==> src/rtl/tea_decryptor.sv <==
// TEA block decryptor: one 64-bit ciphertext in, one 64-bit plaintext out,
// one round per cycle with fixed latency regardless of key or data.
module tea_decryptor #(
    parameter int          ROUNDS = 32,
    parameter logic [31:0] DELTA  = 32'h9E3779B9
) (
    input  logic          i_clk,
    input  logic          i_rst_n,
    input  logic [127:0]  i_key,
    input  logic          i_axis_valid_s,
    output logic          o_axis_ready_s,
    input  logic [63:0]   i_axis_data_s,
    output logic          o_axis_valid_m,
    input  logic          i_axis_ready_m,
    output logic [63:0]   o_axis_data_m
);

    localparam int          CW       = $clog2(ROUNDS) + 1;
    localparam logic [31:0] SUM_INIT = DELTA * 32'(ROUNDS);

    typedef enum logic [1:0] {
        IDLE       = 2'd0,
        LOADING    = 2'd1,
        PROCESSING = 2'd2,
        DONE       = 2'd3
    } state_t;

    state_t          state;
    state_t          state_next;
    logic [CW-1:0]   round_counter;
    logic [31:0]     v0;
    logic [31:0]     v1;
    logic [31:0]     sum;
    logic [127:0]    key_q;
    logic [31:0]     v0_new;
    logic [31:0]     v1_new;
    logic            last_round;
    logic [1:0]      rst_sync;
    logic            rst_n;

    // Reset asserts immediately but releases two clocks after i_rst_n rises.
    always_ff @(posedge i_clk or negedge i_rst_n) begin
        if (!i_rst_n) begin
            rst_sync <= 2'b00;
        end else begin
            rst_sync <= {rst_sync[0], 1'b1};
        end
    end

    assign rst_n = rst_sync[1];

    // One inverse round; v0 is recovered from the freshly recovered v1.
    always_comb begin
        v1_new = v1 - (((v0 << 4) + key_q[63:32]) ^ (v0 + sum) ^ ((v0 >> 5) + key_q[31:0]));
        v0_new = v0 - (((v1_new << 4) + key_q[127:96]) ^ (v1_new + sum) ^ ((v1_new >> 5) + key_q[95:64]));
    end

    assign last_round = (round_counter == CW'(ROUNDS - 1));

    // NOTE: sequential state uses non-blocking assignments so every register
    // samples its inputs from before the edge, independent of block order.
    always_ff @(posedge i_clk or negedge rst_n) begin
        if (!rst_n) begin
            state <= IDLE;
        end else begin
            state <= state_next;
        end
    end

    // NOTE: each combinational block assigns a default first so no path
    // leaves an output unassigned, which would otherwise infer a latch.
    always_comb begin
        state_next = state;
        case (state)
            IDLE:       if (i_axis_valid_s) state_next = LOADING;
            LOADING:    state_next = PROCESSING;
            PROCESSING: if (last_round) state_next = DONE;
            DONE:       if (i_axis_ready_m) state_next = IDLE;
            default:    state_next = IDLE;
        endcase
    end

    always_comb begin
        o_axis_ready_s = 1'b0;
        o_axis_valid_m = 1'b0;
        case (state)
            IDLE:    o_axis_ready_s = rst_n;
            DONE:    o_axis_valid_m = 1'b1;
            default: ;
        endcase
    end

    // NOTE: the datapath registers are all reset so an aborted block leaves
    // no plaintext or key material behind.
    always_ff @(posedge i_clk or negedge rst_n) begin
        if (!rst_n) begin
            v0            <= '0;
            v1            <= '0;
            sum           <= '0;
            key_q         <= '0;
            round_counter <= '0;
            o_axis_data_m <= '0;
        end else begin
            case (state)
                IDLE: begin
                    if (i_axis_valid_s) begin
                        v0    <= i_axis_data_s[63:32];
                        v1    <= i_axis_data_s[31:0];
                        key_q <= i_key;
                    end
                end
                LOADING: begin
                    sum           <= SUM_INIT;
                    round_counter <= '0;
                end
                PROCESSING: begin
                    v0            <= v0_new;
                    v1            <= v1_new;
                    sum           <= sum - DELTA;
                    round_counter <= round_counter + CW'(1);
                    if (last_round) begin
                        o_axis_data_m <= {v0_new, v1_new};
                    end
                end
                default: ;
            endcase
        end
    end

endmodule

==> config.mk <==
export PLATFORM = sky130hd
export DESIGN_NAME = tea_decryptor
export DESIGN_NICKNAME = d
export VERILOG_FILES = /design/src/rtl/tea_decryptor.sv
export SDC_FILE = /design/constraint.sdc
export NUM_CORES = 1
export LEC_CHECK = 0
export ABC_AREA = 1
export CAP_MARGIN = 0
export CELL_PAD_IN_SITES_DETAIL_PLACEMENT = 0
export CELL_PAD_IN_SITES_GLOBAL_PLACEMENT = 1
export CORE_MARGIN = 5
export CORE_UTILIZATION = 48
export CTS_BUF_LIST = sky130_fd_sc_hd__clkbuf_4
export DETAILED_ROUTE_END_ITERATION = 10
export HOLD_SLACK_MARGIN = 0.12
export PLACE_DENSITY_LB_ADDON = 0.1
export SETUP_SLACK_MARGIN = 0.2
export SLEW_MARGIN = 20
export SYNTH_ARGS = -nofsm -noshare
export SYNTH_HDL_FRONTEND = slang
export SYNTH_SLANG_ARGS = --single-unit
export TNS_END_PERCENT = 50
==> constraint.sdc <==
create_clock -name i_clk -period 13.66 [get_ports i_clk]
set_input_delay 1.366 -clock i_clk [delete_from_list [all_inputs] [get_ports i_clk]]
set_output_delay 1.366 -clock i_clk [all_outputs]
set_load 0.02 [all_outputs]
==> impl_results.md, run 1 <==
- Mux contribution to synthesized area: 5.48%
- Worst EP required: 14360 ps
- Layout filler cell count: 4845
- Core area: 51500 um^2
- Residual DRC: 0
- CTS tree: done
- Maximum number of pins on one net before global-route repair: 88
- Routed WL per cell: 21.1 um
- Flops & latches, synth: 298
- CP max FO: 5
- Setup TNS: 0 ps
- Pre-antenna DRT Iters: 6
- Final min period: 9040 ps
- Layout Area Growth over Synthesis: 17.8%
- GPL Wtd Cong: 0.998
- Worst Setup End Kind: flop
- H-tree depth: 3
- Critical Path AT: 9740 ps
- Via count: 23.7k
- I/O pin count: 262
- Synth top area share: 29.8%
- Post-synth EDFFs: 0
- Mean number of vias per cell: 5.60
- R2R Setup Slk: 4620 ps
- Leading cell type in the layout, fill and taps excluded: nand2_1
- Hold Crit Class: reg -> reg
- Final wirelength: 89300 um
- Initial antenna violation count: 2
- Final Net Count: 3942
- Initial Util: 48.6%
- RSZ-0062 raised after global routing: no
- Largest cells by area after synthesis: dfrtp_1 30%, ha_1 12%, nand2_1 11%, xor2_1 7.6%, mux2_2 5.5%
- First-pass GRT wire length: 136000 um
- Largest family of logic cells by synthesized area: simple AND/OR/NAND/NOR gates
- Reg clk slew, reported paths: 70 ps
- Syn Nets: 3635
- XOR/XNOR Fraction of Synth Area: 11.7%
- Max-slew violations: 0
- Final setup vio count: 0
- # hold bufs at CTS: 0
- Worst setup path class: reg -> reg
- Die height: 238 um
- Final Util: 57.3%
- Async set or reset register ratio after synthesis: 100%
- ANT nets after route: 0
- Crit start category: flop
- Cell mode on critical path: nand2_1
- Grt ovf: 0
- Clk_skew: 50.6 ps
- Seq/Total Area, Yosys: 29.8%
- Drt first-iter violations: 1506
- Cell taking the most area after synthesis: dfrtp_1
- Vias in the first global route: 23.8k
- Critical path's largest stage delay: 790 ps
- Hold Fails Final Rpt: 0
- Relative slew slack: 28.7%
- Ys Warns: 0
- Post-Synth Adder-Cell Area: 12.9%
- Die Footprint: 56900 um^2
- Compound-Gate Fraction of Synth Area: 15.7%
- Crit path max-delay cell type: o311ai_0
- Die width: 238 um
- Ys flop type: dfrtp_1
- Status: complete, no violations
- Post-synthesis instance area: 25100 um^2
- Share of layout cells above drive strength 1: 10.6%
- GRT Overall Usage: 30.6%
- Avg Cell Area, Syn: 7.87 um^2
- Post-CTS Resized: 0
- Root Buffer: clkbuf_4
- Max cap viols: 0
- HPWL after DPL: 72200 um
- Most frequent cells in the layout: 740 x nand2_1, 297 x dfrtp_1, 272 x a21oi_1, 271 x inv_1, 261 x clkdlybuf4s50_1
- Period utilization: 66.2%
- Peak Freq: 0.111 GHz
- Post-Syn Instances: 3185
- Worst skew pair latency: 830 ps
- Row Count: 83
- Setup Fix Bufs, Post-CTS: 0
- Clk sink count: 298
- Post-synthesis simple-gate area fraction: 19.2%
- Tightest Pin Transition: 1070 ps
- Netlist cell types: 60
- Port buffer count: 261
- Clk buf depth: 3
- CTS Buf Count: 84
-- cells by family after synthesis --
logic type	after synthesis
AOI/OAI and AO/OA	666
muxes	122
and+or+nand+nor	1165
DFF	298
xor gates and xnor gates	334
other	1
adders and majority gates	254
buffers and inverters	345
-- registers in the layout, indices dropped and copies added (netlist names) --
name,cells
o_axis_data_m,64
round_counter,6
sum,32
rst_sync,2
v0,32
v1,32
key_q,128
state,2
-- area by class of cell --
| cell class | instances | area (um^2) | share of cell area, % |
|---|---|---|---|
| Multi-Input combinational cell | 2542 | 16300 | 55.3 |
| Clock buffer | 116 | 871 | 2.95 |
| Clock inverter | 27 | 148 | 0.500 |
| Timing Repair Buffer | 284 | 2790 | 9.44 |
| Antenna cell | 3 | 7.51 | 0.0254 |
| Inverter | 282 | 1060 | 3.59 |
| Tap cell | 680 | 851 | 2.88 |
| Sequential cell | 298 | 7460 | 25.3 |
-- worst max-delay path, delay by kind of cell (launching register included) --
family	cells	cell delay (ps)
and+or+nand+nor	16	1990
AOI/OAI and AO/OA	11	2800
xor gates and xnor gates	5	1630
DFF	1	460
adders and majority gates	5	1640
buffers and inverters	4	350
-- cells in the mapped netlist (19+ instances only) --
cell / count
nor3_1: 39
a31oi_1: 29
nand2_1: 742
nor2_1: 197
o21ai_1: 31
mux2_2: 122
a21oi_1: 272
a21o_1: 25
dfrtp_1: 298
o211ai_1: 19
xor2_1: 218
nand4_1: 19
ha_1: 246
inv_1: 272
nand3_1: 111
clkbuf_1: 56
a21oi_2: 19
xnor2_1: 115
o21ai_0: 174
-- per-layer routing --
| layer | track usage, % | wire length [um] | vias to the layer above |
|---|---|---|---|
| li1 | - | - | 11400 |
| met1 | 42.9 | 40700 | 11400 |
| met2 | 49.9 | 40900 | 801 |
| met3 | 5.02 | 5630 | 133 |
| met4 | 7.55 | 2100 | 0 |
| met5 | 0 | 0 | - |
-- worst paths after layout --
path                              from          endpoint  cells past startpoint
min in group asynchronous  rst_sync[1]  o_axis_data_m[4]                      0
setup / recovery                 v0[5]            v0[30]                     41
hold / removal             rst_sync[0]       rst_sync[1]                      0
max in group asynchronous  rst_sync[1]         key_q[61]                      2
setup reg to reg                 v0[5]            v0[30]                     41
hold reg to reg            rst_sync[0]       rst_sync[1]                      0
-- stage by stage --
stage / hold WS, ps / cell area [um^2] / setup WS, ps / instances
floorplan: 331 / 25100 / 4720 / 3185
global placement: 343 / 28500 / 4990 / 4086
detailed placement: 344 / 28500 / 4880 / 4086
CTS: 355 / 29500 / 4820 / 4229
global route: 369 / 29500 / 4040 / 4232
finish: 351 / 29500 / 4620 / 4232
Power of run 1 is not shown: default switching activity piles up to over one toggle a cycle in this logic, so the estimate is an artifact.
==> inputs of run 2 (changes only) <==
CORE_UTILIZATION = 40   (was 48)
clock period = 7.65 ns   (was 13.66 ns; I/O delays follow)
==> run 2 against run 1 <==
Core utilization is 2.3 points higher. Non-clock buffer count is 536 higher. Highest routed layer is now met5. Sequential share of layout area is 5.0 points lower. Via count is 10% higher. Clock skew is 36 ps higher. First-iteration DRC count is 26% higher. Final cell count is 17% higher. Die area is 19% higher. Largest cell class unchanged. Critical path type unchanged.
==> impl_results.md, run 2 (synthesis results as in run 1) <==
- HPWL after DPL: 82200 um (+14%)
- Cell mode on critical path: buf_4
- GRT Overall Usage: 29.1% (-1.5 points)
- RSZ-0062 raised after global routing: yes
- Crit path launch: v0[5]
- Root Buffer: clkbuf_4
- Max-slew violations: 0 (unchanged)
- Grt ovf: 0 (unchanged)
- Top reg by flops: key_q
- CTS Buf Count: 90 (+7.1%)
- Worst skew pair latency: 890 ps (+60 ps)
- Reg clk slew, reported paths: 70 ps (about the same)
- Hold Fails Final Rpt: 0 (unchanged)
- Tightest Pin Transition: 1020 ps (-54.1 ps)
- Number of flip-flops in the largest register: 128 (unchanged)
- Area after DPL: 32300 um^2 (+13%)
- Vias in the first global route: 26.2k (+10%)
- Placed cells: 4718 (+15%)
- Max cap viols: 0 (unchanged)
- Mean number of vias per cell: 5.29 (-5.6%)
- Most frequent cells in the layout: 683 x nand2_1, 529 x buf_4, 291 x dfrtp_1, 261 x clkdlybuf4s50_1, 255 x inv_1
- Maximum number of pins on one net before global-route repair: 69 (-22%)
- Drt first-iter violations: 1897 (+26%)
- Core area: 61800 um^2 (+20%)
- Final Util: 59.6% (+2.3 points)
- CP max FO: 5 (unchanged)
- Critical Path AT: 8140 ps (-1600 ps)
- Clk buf depth: 3 (unchanged)
- CTS tree: done
- Largest delay contributor family on the critical path: adder cells
- I/O pin count: 262 (unchanged)
- Critical path's largest stage delay: 410 ps (-380 ps)
- Routed WL per cell: 20.8 um (-1.4%)
- Final non-filler cell total: 4939 (+17%)
- Biggest regs: key_q: 128 flops, o_axis_data_m: 64 flops
- Row Count: 91 (+9.6%)
- GPL Wtd Cong: 0.928 (-7.1%)
- Die Footprint: 67700 um^2 (+19%)
- Residual DRC: 0 (unchanged)
- Status: complete, no violations
- FF/Latch Area: 7470 um^2 (+0.10%)
- Final Net Count: 4484 (+14%)
- Worst setup path class: reg -> reg
- H-tree depth: 3 (unchanged)
- Die height: 260 um (+9.1%)
- Initial antenna violation count: 3 (+1)
- Relative slew slack: 32.1% (+3.4 points)
- Multi-input gate area: 19200 um^2 (+17%)
- Pre-antenna DRT Iters: 6 (unchanged)
- Final wirelength: 103000 um (+15%)
- Leading cell type in the layout, fill and taps excluded: nand2_1
- Reg2reg start: v0[5]
- Final setup vio count: 0 (unchanged)
- Layout Area Growth over Synthesis: 47.1%
- Via count: 26.1k (+10%)
- Hold Crit Class: reg -> async
- ANT nets after route: 0 (unchanged)
- Worst path bufs/invs: 8 (+4)
- Clk sink count: 298 (unchanged)
- Share of layout cells above drive strength 1: 32.3% (+22 points)
- Final min period: 7430 ps (-1610 ps)
- Worst EP required: 8360 ps (-6000 ps)
- Period utilization: 97.1% (+31 points)
- Peak Freq: 0.135 GHz (+22%)
- First-pass GRT wire length: 152000 um (+12%)
- Die width: 260 um (+9.1%)
- Crit start category: flop
- Initial Util: 40.5% (-8.1 points)
- Clk_skew: 86.7 ps (+36.2 ps)
- Crit path max-delay cell type: dfrtp_1
- Layout filler cell count: 5592 (+15%)
- Port buffer count: 261 (unchanged)
- Worst Setup End Kind: flop
- Post-route cell area: 36800 um^2 (+25%)
-- run 2: layout make-up --
type	count	area share, %
flip-flops and latches	298	20.3
clock buffers	127	2.59
inverters	282	2.87
clock inverters	30	0.452
diodes	3	0.0204
well taps	837	2.84
multi-input cells	2542	52.0
repair buffers	820	18.9
-- run 2: repair_timing --
item | in CTS | in global routing
endpoints found under the setup margin | 34 | 35
endpoints found under the hold margin | 2 | 0
resized for setup | 118 | 425
cloned | 0 | 0
hold buffers | 1 | 0
setup buffers | 13 | 47
pin swaps | 54 | 196
-- run 2: routing by layer --
metal | up-vias | part of all wire (%) | global-route usage (%)
met1 | 12700 | 45 | 41.0
met4 | 2 | 3.4 | 9.28
met3 | 185 | 5.9 | 4.43
li1 | 12400 | - | -
met5 | - | 0.013 | 0
met2 | 843 | 45 | 46.2
-- run 2: worst paths after layout --
kind                                to  slack (ps)  cells after the start
max in group asynchronous       v0[18]        4640                      3
setup / recovery                v0[31]         220                     41
hold reg to reg             key_q[114]         230                      0
setup reg to reg                v0[31]         220                     41
min in group i_clk         rst_sync[1]         350                      0
hold / removal              key_q[114]         230                      0
-- run 2: per-stage QoR --
step           hold WS, ps  setup slack, ps  TNS (ps)
2_1_floorplan          331             1040         0
3_3_place_gp           276             -548     -7450
3_5_place_dp           276             -617     -8860
4_1_cts                267              195         0
5_1_grt                302            -92.6      -397
6_report               234              219         0
Power of run 2 is left out for the same reason.
